## src/rtl/mem_resp_if_if.sv

```systemverilog
// Signal bundle for mem_resp_if: requester command/response channels and backend port.
// A transfer occurs on a rising edge where the valid (iREQ_REQ, oRESP_REQ, oBACK_REQ) is high and its stall (oREQ_LOCK, iRESP_LOCK, iBACK_BUSY) is low; iBACK_VALID cannot be stalled.
interface mem_resp_if_if;
    logic        iREQ_REQ;
    logic        oREQ_LOCK;
    logic [1:0]  iREQ_ORDER;
    logic        iREQ_RW;
    logic [31:0] iREQ_ADDR;
    logic [31:0] iREQ_DATA;
    logic        oRESP_REQ;
    logic        iRESP_LOCK;
    logic [63:0] oRESP_DATA;
    logic        oBACK_REQ;
    logic        oBACK_RW;
    logic        iBACK_BUSY;
    logic [31:0] oBACK_ADDR;
    logic [31:0] oBACK_DATA;
    logic [3:0]  oBACK_MASK;
    logic        iBACK_VALID;
    logic [63:0] iBACK_DATA;
    // Sequencer state: 0 IDLE, 1 ISSUE, 2 WAIT_RD, 3 RETURN.
    logic [1:0]  oDBG_STATE;

    modport slave (
        input  iREQ_REQ, iREQ_ORDER, iREQ_RW, iREQ_ADDR, iREQ_DATA,
        input  iRESP_LOCK, iBACK_BUSY, iBACK_VALID, iBACK_DATA,
        output oREQ_LOCK, oRESP_REQ, oRESP_DATA,
        output oBACK_REQ, oBACK_RW, oBACK_ADDR, oBACK_DATA, oBACK_MASK,
        output oDBG_STATE
    );

    modport master (
        output iREQ_REQ, iREQ_ORDER, iREQ_RW, iREQ_ADDR, iREQ_DATA,
        output iRESP_LOCK, iBACK_BUSY, iBACK_VALID, iBACK_DATA,
        input  oREQ_LOCK, oRESP_REQ, oRESP_DATA,
        input  oBACK_REQ, oBACK_RW, oBACK_ADDR, oBACK_DATA, oBACK_MASK,
        input  oDBG_STATE
    );
endinterface

```

## src/rtl/mem_resp_if.sv

```systemverilog
// Queued memory request front-end: one backend access at a time, single outstanding read.
// Optional MEM_RESP_IF_BYTE_MASK_EN aligns the backend address to a word and derives byte enables.
module mem_resp_if #(
    parameter int P_QUEUE_DEPTH   = 4,
    parameter int P_QUEUE_DEPTH_N = 2
) (
    input  logic          iCLOCK,
    input  logic          inRESET,
    mem_resp_if_if.slave  bus
);
    typedef enum logic [1:0] {
        ST_IDLE    = 2'd0,
        ST_ISSUE   = 2'd1,
        ST_WAIT_RD = 2'd2,
        ST_RETURN  = 2'd3
    } state_t;

    typedef struct packed {
        logic [1:0]  order;
        logic        rw;
        logic [31:0] addr;
        logic [31:0] data;
    } cmd_t;

    localparam logic [P_QUEUE_DEPTH_N:0]   LP_FULL     = (P_QUEUE_DEPTH_N+1)'(P_QUEUE_DEPTH);
    localparam logic [P_QUEUE_DEPTH_N-1:0] LP_LAST_PTR = P_QUEUE_DEPTH_N'(P_QUEUE_DEPTH - 1);

    cmd_t                       queue_q [P_QUEUE_DEPTH];
    logic [P_QUEUE_DEPTH_N-1:0] wr_ptr_q, wr_ptr_d;
    logic [P_QUEUE_DEPTH_N-1:0] rd_ptr_q, rd_ptr_d;
    logic [P_QUEUE_DEPTH_N:0]   count_q, count_d;

    state_t      state_q;
    logic        back_req_q;
    logic        back_rw_q;
    logic [31:0] back_addr_q;
    logic [31:0] back_data_q;
    logic [3:0]  back_mask_q;
    logic        resp_req_q;
    logic [63:0] resp_data_q;

    logic        req_lock;
    logic        push;
    logic        pop;
    cmd_t        head;
    cmd_t        in_cmd;
    logic [31:0] head_addr;
    logic [3:0]  head_mask;

    assign req_lock = (count_q == LP_FULL);
    assign push     = bus.iREQ_REQ && !req_lock;
    // The head leaves the queue on the cycle the backend takes it.
    assign pop      = (state_q == ST_ISSUE) && !bus.iBACK_BUSY;
    assign head     = queue_q[rd_ptr_q];
    assign in_cmd   = '{order: bus.iREQ_ORDER, rw: bus.iREQ_RW,
                        addr: bus.iREQ_ADDR, data: bus.iREQ_DATA};

    always_comb begin
        head_addr = head.addr;
        head_mask = 4'b1111;
`ifdef MEM_RESP_IF_BYTE_MASK_EN
        head_addr = {head.addr[31:2], 2'b00};
        case (head.order)
            2'd0:    head_mask = 4'b0001 << head.addr[1:0];
            2'd1:    head_mask = head.addr[1] ? 4'b1100 : 4'b0011;
            default: head_mask = 4'b1111;
        endcase
`endif
    end

    always_comb begin
        wr_ptr_d = wr_ptr_q;
        rd_ptr_d = rd_ptr_q;
        count_d  = count_q;
        if (push) wr_ptr_d = (wr_ptr_q == LP_LAST_PTR) ? '0 : wr_ptr_q + 1'b1;
        if (pop)  rd_ptr_d = (rd_ptr_q == LP_LAST_PTR) ? '0 : rd_ptr_q + 1'b1;
        if (push && !pop)      count_d = count_q + 1'b1;
        else if (!push && pop) count_d = count_q - 1'b1;
    end

    always_ff @(posedge iCLOCK or negedge inRESET) begin
        if (!inRESET) begin
            wr_ptr_q <= '0;
            rd_ptr_q <= '0;
            count_q  <= '0;
        end else begin
            wr_ptr_q <= wr_ptr_d;
            rd_ptr_q <= rd_ptr_d;
            count_q  <= count_d;
        end
    end

    // Entry storage needs no reset: occupancy is tracked by count_q alone.
    always_ff @(posedge iCLOCK) begin
        if (push) queue_q[wr_ptr_q] <= in_cmd;
    end

    always_ff @(posedge iCLOCK or negedge inRESET) begin
        if (!inRESET) begin
            state_q     <= ST_IDLE;
            back_req_q  <= 1'b0;
            back_rw_q   <= 1'b0;
            back_addr_q <= '0;
            back_data_q <= '0;
            back_mask_q <= '0;
            resp_req_q  <= 1'b0;
            resp_data_q <= '0;
        end else begin
            case (state_q)
                ST_IDLE: begin
                    // Backend fields are captured once here so they stay frozen while busy.
                    if (count_q != '0) begin
                        state_q     <= ST_ISSUE;
                        back_req_q  <= 1'b1;
                        back_rw_q   <= head.rw;
                        back_addr_q <= head_addr;
                        back_data_q <= head.data;
                        back_mask_q <= head_mask;
                    end
                end
                ST_ISSUE: begin
                    if (!bus.iBACK_BUSY) begin
                        back_req_q <= 1'b0;
                        state_q    <= back_rw_q ? ST_IDLE : ST_WAIT_RD;
                    end
                end
                ST_WAIT_RD: begin
                    if (bus.iBACK_VALID) begin
                        resp_data_q <= bus.iBACK_DATA;
                        resp_req_q  <= 1'b1;
                        state_q     <= ST_RETURN;
                    end
                end
                ST_RETURN: begin
                    if (!bus.iRESP_LOCK) begin
                        resp_req_q <= 1'b0;
                        state_q    <= ST_IDLE;
                    end
                end
                default: state_q <= ST_IDLE;
            endcase
        end
    end

    assign bus.oREQ_LOCK  = req_lock;
    assign bus.oRESP_REQ  = resp_req_q;
    assign bus.oRESP_DATA = resp_data_q;
    assign bus.oBACK_REQ  = back_req_q;
    assign bus.oBACK_RW   = back_rw_q;
    assign bus.oBACK_ADDR = back_addr_q;
    assign bus.oBACK_DATA = back_data_q;
    assign bus.oBACK_MASK = back_mask_q;
    assign bus.oDBG_STATE = state_q;
endmodule

```

## src/flat_wrapper.sv

```systemverilog
// flat-port wrapper written by rule: the top's interface ports become plain ports
module mem_resp_if_flat 
#(
    parameter int P_QUEUE_DEPTH   = 4,
    parameter int P_QUEUE_DEPTH_N = 2
)
  (iCLOCK, inRESET, bus_iREQ_REQ, bus_iREQ_ORDER, bus_iREQ_RW, bus_iREQ_ADDR, bus_iREQ_DATA, bus_iRESP_LOCK, bus_iBACK_BUSY, bus_iBACK_VALID, bus_iBACK_DATA, bus_oREQ_LOCK, bus_oRESP_REQ, bus_oRESP_DATA, bus_oBACK_REQ, bus_oBACK_RW, bus_oBACK_ADDR, bus_oBACK_DATA, bus_oBACK_MASK, bus_oDBG_STATE);
  mem_resp_if_if bus_i ();
  input  logic iCLOCK;
  input  logic inRESET;
  input wire logic [$bits(bus_i.iREQ_REQ)-1:0] bus_iREQ_REQ;
  input wire logic [$bits(bus_i.iREQ_ORDER)-1:0] bus_iREQ_ORDER;
  input wire logic [$bits(bus_i.iREQ_RW)-1:0] bus_iREQ_RW;
  input wire logic [$bits(bus_i.iREQ_ADDR)-1:0] bus_iREQ_ADDR;
  input wire logic [$bits(bus_i.iREQ_DATA)-1:0] bus_iREQ_DATA;
  input wire logic [$bits(bus_i.iRESP_LOCK)-1:0] bus_iRESP_LOCK;
  input wire logic [$bits(bus_i.iBACK_BUSY)-1:0] bus_iBACK_BUSY;
  input wire logic [$bits(bus_i.iBACK_VALID)-1:0] bus_iBACK_VALID;
  input wire logic [$bits(bus_i.iBACK_DATA)-1:0] bus_iBACK_DATA;
  output wire logic [$bits(bus_i.oREQ_LOCK)-1:0] bus_oREQ_LOCK;
  output wire logic [$bits(bus_i.oRESP_REQ)-1:0] bus_oRESP_REQ;
  output wire logic [$bits(bus_i.oRESP_DATA)-1:0] bus_oRESP_DATA;
  output wire logic [$bits(bus_i.oBACK_REQ)-1:0] bus_oBACK_REQ;
  output wire logic [$bits(bus_i.oBACK_RW)-1:0] bus_oBACK_RW;
  output wire logic [$bits(bus_i.oBACK_ADDR)-1:0] bus_oBACK_ADDR;
  output wire logic [$bits(bus_i.oBACK_DATA)-1:0] bus_oBACK_DATA;
  output wire logic [$bits(bus_i.oBACK_MASK)-1:0] bus_oBACK_MASK;
  output wire logic [$bits(bus_i.oDBG_STATE)-1:0] bus_oDBG_STATE;
  assign bus_i.iREQ_REQ = bus_iREQ_REQ;
  assign bus_i.iREQ_ORDER = bus_iREQ_ORDER;
  assign bus_i.iREQ_RW = bus_iREQ_RW;
  assign bus_i.iREQ_ADDR = bus_iREQ_ADDR;
  assign bus_i.iREQ_DATA = bus_iREQ_DATA;
  assign bus_i.iRESP_LOCK = bus_iRESP_LOCK;
  assign bus_i.iBACK_BUSY = bus_iBACK_BUSY;
  assign bus_i.iBACK_VALID = bus_iBACK_VALID;
  assign bus_i.iBACK_DATA = bus_iBACK_DATA;
  assign bus_oREQ_LOCK = bus_i.oREQ_LOCK;
  assign bus_oRESP_REQ = bus_i.oRESP_REQ;
  assign bus_oRESP_DATA = bus_i.oRESP_DATA;
  assign bus_oBACK_REQ = bus_i.oBACK_REQ;
  assign bus_oBACK_RW = bus_i.oBACK_RW;
  assign bus_oBACK_ADDR = bus_i.oBACK_ADDR;
  assign bus_oBACK_DATA = bus_i.oBACK_DATA;
  assign bus_oBACK_MASK = bus_i.oBACK_MASK;
  assign bus_oDBG_STATE = bus_i.oDBG_STATE;
  mem_resp_if #(.P_QUEUE_DEPTH(P_QUEUE_DEPTH), .P_QUEUE_DEPTH_N(P_QUEUE_DEPTH_N)) u_core (.iCLOCK(iCLOCK), .inRESET(inRESET), .bus(bus_i));
endmodule
```

## config.mk

```make
export PLATFORM = sky130hd
export DESIGN_NAME = mem_resp_if_flat
export DESIGN_NICKNAME = d
export VERILOG_FILES = /design/src/rtl/mem_resp_if_if.sv /design/src/rtl/mem_resp_if.sv /design/src/flat_wrapper.sv
export SDC_FILE = /design/constraint.sdc
export NUM_CORES = 1
export LEC_CHECK = 0
export ABC_AREA = 1
export CORE_MARGIN = 2
export CORE_UTILIZATION = 45
export DETAILED_ROUTE_END_ITERATION = 10
export HOLD_SLACK_MARGIN = 0.15
export MAX_ROUTING_LAYER = met4
export PLACE_DENSITY = 0.74
export SLEW_MARGIN = 20
export SYNTH_ARGS = -nofsm -noshare
export SYNTH_HDL_FRONTEND = slang
export SYNTH_SLANG_ARGS = --single-unit
export TNS_END_PERCENT = 1
```

## constraint.sdc

```tcl
create_clock -name iCLOCK -period 5.45 [get_ports iCLOCK]
set_input_delay 1.3625 -clock iCLOCK [delete_from_list [all_inputs] [get_ports iCLOCK]]
set_output_delay 1.3625 -clock iCLOCK [all_outputs]
set_load 0.02 [all_outputs]
```

==> impl_metrics.tcl <==
set metrics [dict create \
    outcome "finished, final reports clean" \
    critPathLaunchType "flop" \
    die_h_um 187.4 \
    crit_arrival_ps 2050 \
    netlist_instances 1125 \
    hold_path.class "reg2reg" \
    synth_cell_types 21 \
    cts_setup_buffers 0 \
    cts_resized 0 \
    max_stage_delay_ps 630 \
    ir_drop_mv 0.3172 \
    clk_path_buf_depth 3 \
    hpwl_um 20140 \
    cts_tree "done" \
    timing.fmax_mhz 292.7 \
    avgSynthCellArea_sq_um 13.45 \
    timing.final.hold_violations 0 \
    ios 275 \
    r2r_start "u_core.rd_ptr_q[0]$_DFFE_PN0P_" \
    worst-path-max-fanout 3 \
    rsz0062_at_grt "no" \
    critical_path.top_delay_family "buffers and inverters" \
    ff2ff_path_depth 6 \
    routed_via_density 5.121 \
    layout_setup_ws_ps 2034 \
    cp.required_ps 4090 \
    cap_violations 0 \
    drc 0 \
    rows 67 \
    die_area_sq_mm 0.03511 \
    gp_congestion 0.8300 \
    ys_top_cells_by_count "260 x edfxtp_1, 214 x nand2_1, 143 x nor2_1" \
    routed-via-count 9571 \
    nFillCells 2649 \
    start_util_pct 45.46 \
    dp_slack_ps 1706 \
    grt_overflow_total 0 \
    leakagePower_nw 7.440 \
    yosysMostFrequentCell "edfxtp_1" \
    antenna_found_initial 2 \
    ys_seq_elements 401 \
    h-tree-depth 2 \
    drv_slew 0 \
    maxSlewHeadroom_pct 30.71 \
    async_flop_share_pct 35.16 \
    yosysTopAreaCell "edfxtp_1" \
    seq_area_frac_synth_pct 74.92 \
    area_delta_synth_final_pct 29.05 \
    synthFlopType "edfxtp_1" \
    fin_skew_ps 17.11 \
    die_w_um 187.4 \
    antenna_left 0 \
    worst-r2r-setup-slack_ps 2850 \
    grt_max_degree 87 \
    path_cells "nor2_1 > nand2_1 > inv_1 > clkdlybuf4s50_1" \
    period_needed_ps 3416 \
    yosys_warnings 0 \
    clk_latency_ps 520 \
    final_nets 1530 \
    synth_area_sq_mm 0.01513 \
    numCtsBuffers 41 \
    cp-endpoint "bus_oREQ_LOCK" \
    synth_edf_count 260 \
    startpoint "u_core.count_q[0]$_DFFE_PN0P_" \
    core_area_sq_mm 0.03328 \
    regToRegEndpoint "u_core.bus.oBACK_DATA[31]$_DFFE_PN0P_" \
    clk_pin_slew_ps 60 \
    cts_sinks 401 \
    wirelength_um 34200 \
    grt_pass1_wl_um 53090 \
    crit_slowest_cell "clkdlybuf4s50_1" \
    tightestPinTransition_ps 1039 \
    fin_setup_tns_ps 0 \
    timing.final.crit_share_pct 62.68 \
    routedWlPerCell_um 18.30 \
    dr.pass1.iters 4 \
    setup_viol 0 \
    synth_area_leaders "edfxtp_1 52%, dfrtp_1 23%, nand2_1 5.3%" \
    cts-hold-fix-buffers 0 \
    netlist.area_leader.share_pct 51.60 \
    syn_nets 1269 \
    grt_pass1_vias 9503 \
    path_buf_inv 2 \
    drt_iter0_markers 552 \
    worstSetupPathType "reg2out" \
    drive_gt1_share_pct 10.78 \
    io_buffers 272 \
    pwr_density_cell_mw_per_mm2 597.4 \
    grt_usage_pct 19.91 \
    cp.depth 4 \
    end_kind "primary output" \
    root_buffer "clkbuf_16" \
]
[flip-flops by register name, indices dropped and copies added, names as in the netlist, named ones only]
register / count
u_core.bus.oRESP_REQ: 1
u_core.bus.oDBG_STATE: 1
u_core.bus.oRESP_DATA: 64
u_core.bus.oBACK_MASK: 1
u_core.bus.oBACK_REQ: 1
u_core.bus.oBACK_RW: 1
u_core.count_q: 3
u_core.bus.oBACK_ADDR: 32
u_core.rd_ptr_q: 2
u_core.queue_q: 260
u_core.wr_ptr_q: 2
u_core.bus.oBACK_DATA: 32
[metrics by stage]
stage / utilization (%) / hold slack, ps / total power, W / cell area, sq um / std cells
finish: 58.67 / 476.3 / 0.01166 / 19530 / 1869
global route: 58.67 / 498.4 / 0.01234 / 19530 / 1869
CTS: 58.66 / 480.0 / 0.01181 / 19520 / 1867
detailed placement: 54.61 / 464.1 / 0.009053 / 18180 / 1791
global placement: 54.61 / 464.5 / 0.008942 / 18180 / 1791
floorplan: - / 498.4 / 0.007250 / 15130 / 1125
[logic make-up (layout without fill, tap and decap cells)]
family | Yosys count | after routing | synth area share, %
adder cells (fa/ha/maj) | 7 | 7 | 0.6285
AND/OR/NAND/NOR | 364 | 364 | 9.096
buffers and inverters | 84 | 378 | 3.167
multiplexers | 65 | 65 | 4.837
flip-flops | 401 | 401 | 74.92
AO/OA/AOI/OAI | 202 | 202 | 7.236
other | 0 | 2 | 0
XOR/XNOR | 2 | 2 | 0.1158
[placed cells by master, fill, tap and decap left out, drive strengths merged]
cell	n
clkdlybuf4s50	271
edfxtp	260
nand2	214
nor2	143
dfrtp	141
o21ai	137
mux2	65
o22ai	64
clkbuf	62
inv	20
buf	13
clkinv	10
ha	6
nand3	6
diode	2
a21oi	1
or2	1
xnor2	1
xor2	1
fa	1
clkinvlp	1
bufinv	1
[per-layer routing]
| metal | share of wire [%] | global-route usage (%) | up-vias |
|---|---|---|---|
| met1 | 42 | 24.80 | 4716 |
| met2 | 49 | 33.09 | 322 |
| met3 | 7.3 | 4.765 | 49 |
| li1 | - | - | 4484 |
| met4 | 1.8 | 4.846 | 0 |
| met5 | 0 | - | - |
[worst min-delay path by stage]
stage / startpoint / to / slack [ps] / cells after the start
3_5_place_dp: u_core.bus.oBACK_ADDR[29]$_DFFE_PN0P_ / u_core.bus.oBACK_ADDR[29]$_DFFE_PN0P_ / 460 / 2
6_report: u_core.bus.oBACK_ADDR[10]$_DFFE_PN0P_ / u_core.bus.oBACK_ADDR[10]$_DFFE_PN0P_ / 480 / 2
5_1_grt: u_core.bus.oBACK_ADDR[2]$_DFFE_PN0P_ / u_core.bus.oBACK_ADDR[2]$_DFFE_PN0P_ / 500 / 2
2_1_floorplan: u_core.count_q[0]$_DFFE_PN0P_ / u_core.count_q[0]$_DFFE_PN0P_ / 500 / 1
4_1_cts: u_core.bus.oBACK_ADDR[10]$_DFFE_PN0P_ / u_core.bus.oBACK_ADDR[10]$_DFFE_PN0P_ / 480 / 2
3_3_place_gp: u_core.bus.oBACK_ADDR[10]$_DFFE_PN0P_ / u_core.bus.oBACK_ADDR[10]$_DFFE_PN0P_ / 460 / 2
[worst reg2reg max path, stage by stage (launching register included)]
cell and delay [ps]:
dfrtp_4 690, inv_4 650, buf_4 630, o21ai_0 190, o22ai_1 190, nand2_1 100
nand2_1 90
[layout make-up]
cell class | instances | area [sq um] | share of cell area [%]
Inverter | 18 | 70.07 | 0.3588
Tap cell | 448 | 560.5 | 2.871
Antenna cell | 2 | 5.005 | 0.02563
Timing Repair Buffer | 284 | 2839 | 14.54
Clock inverter | 14 | 115.1 | 0.5895
Multi-Input combinational cell | 640 | 3366 | 17.24
Sequential cell | 401 | 11340 | 58.08
Clock buffer | 62 | 1230 | 6.299
[where the power goes]
part	internal [W]	leakage (nW)	switching [W]	total [W]
registers	0.00421	4.08	0.000421	0.00463
logic	0.00174	2.69	0.00257	0.00431
clock network	0.00162	0.662	0.00111	0.00273
total	0.00757	7.44	0.00410	0.0117
Power figures use the tool's default switching activity.
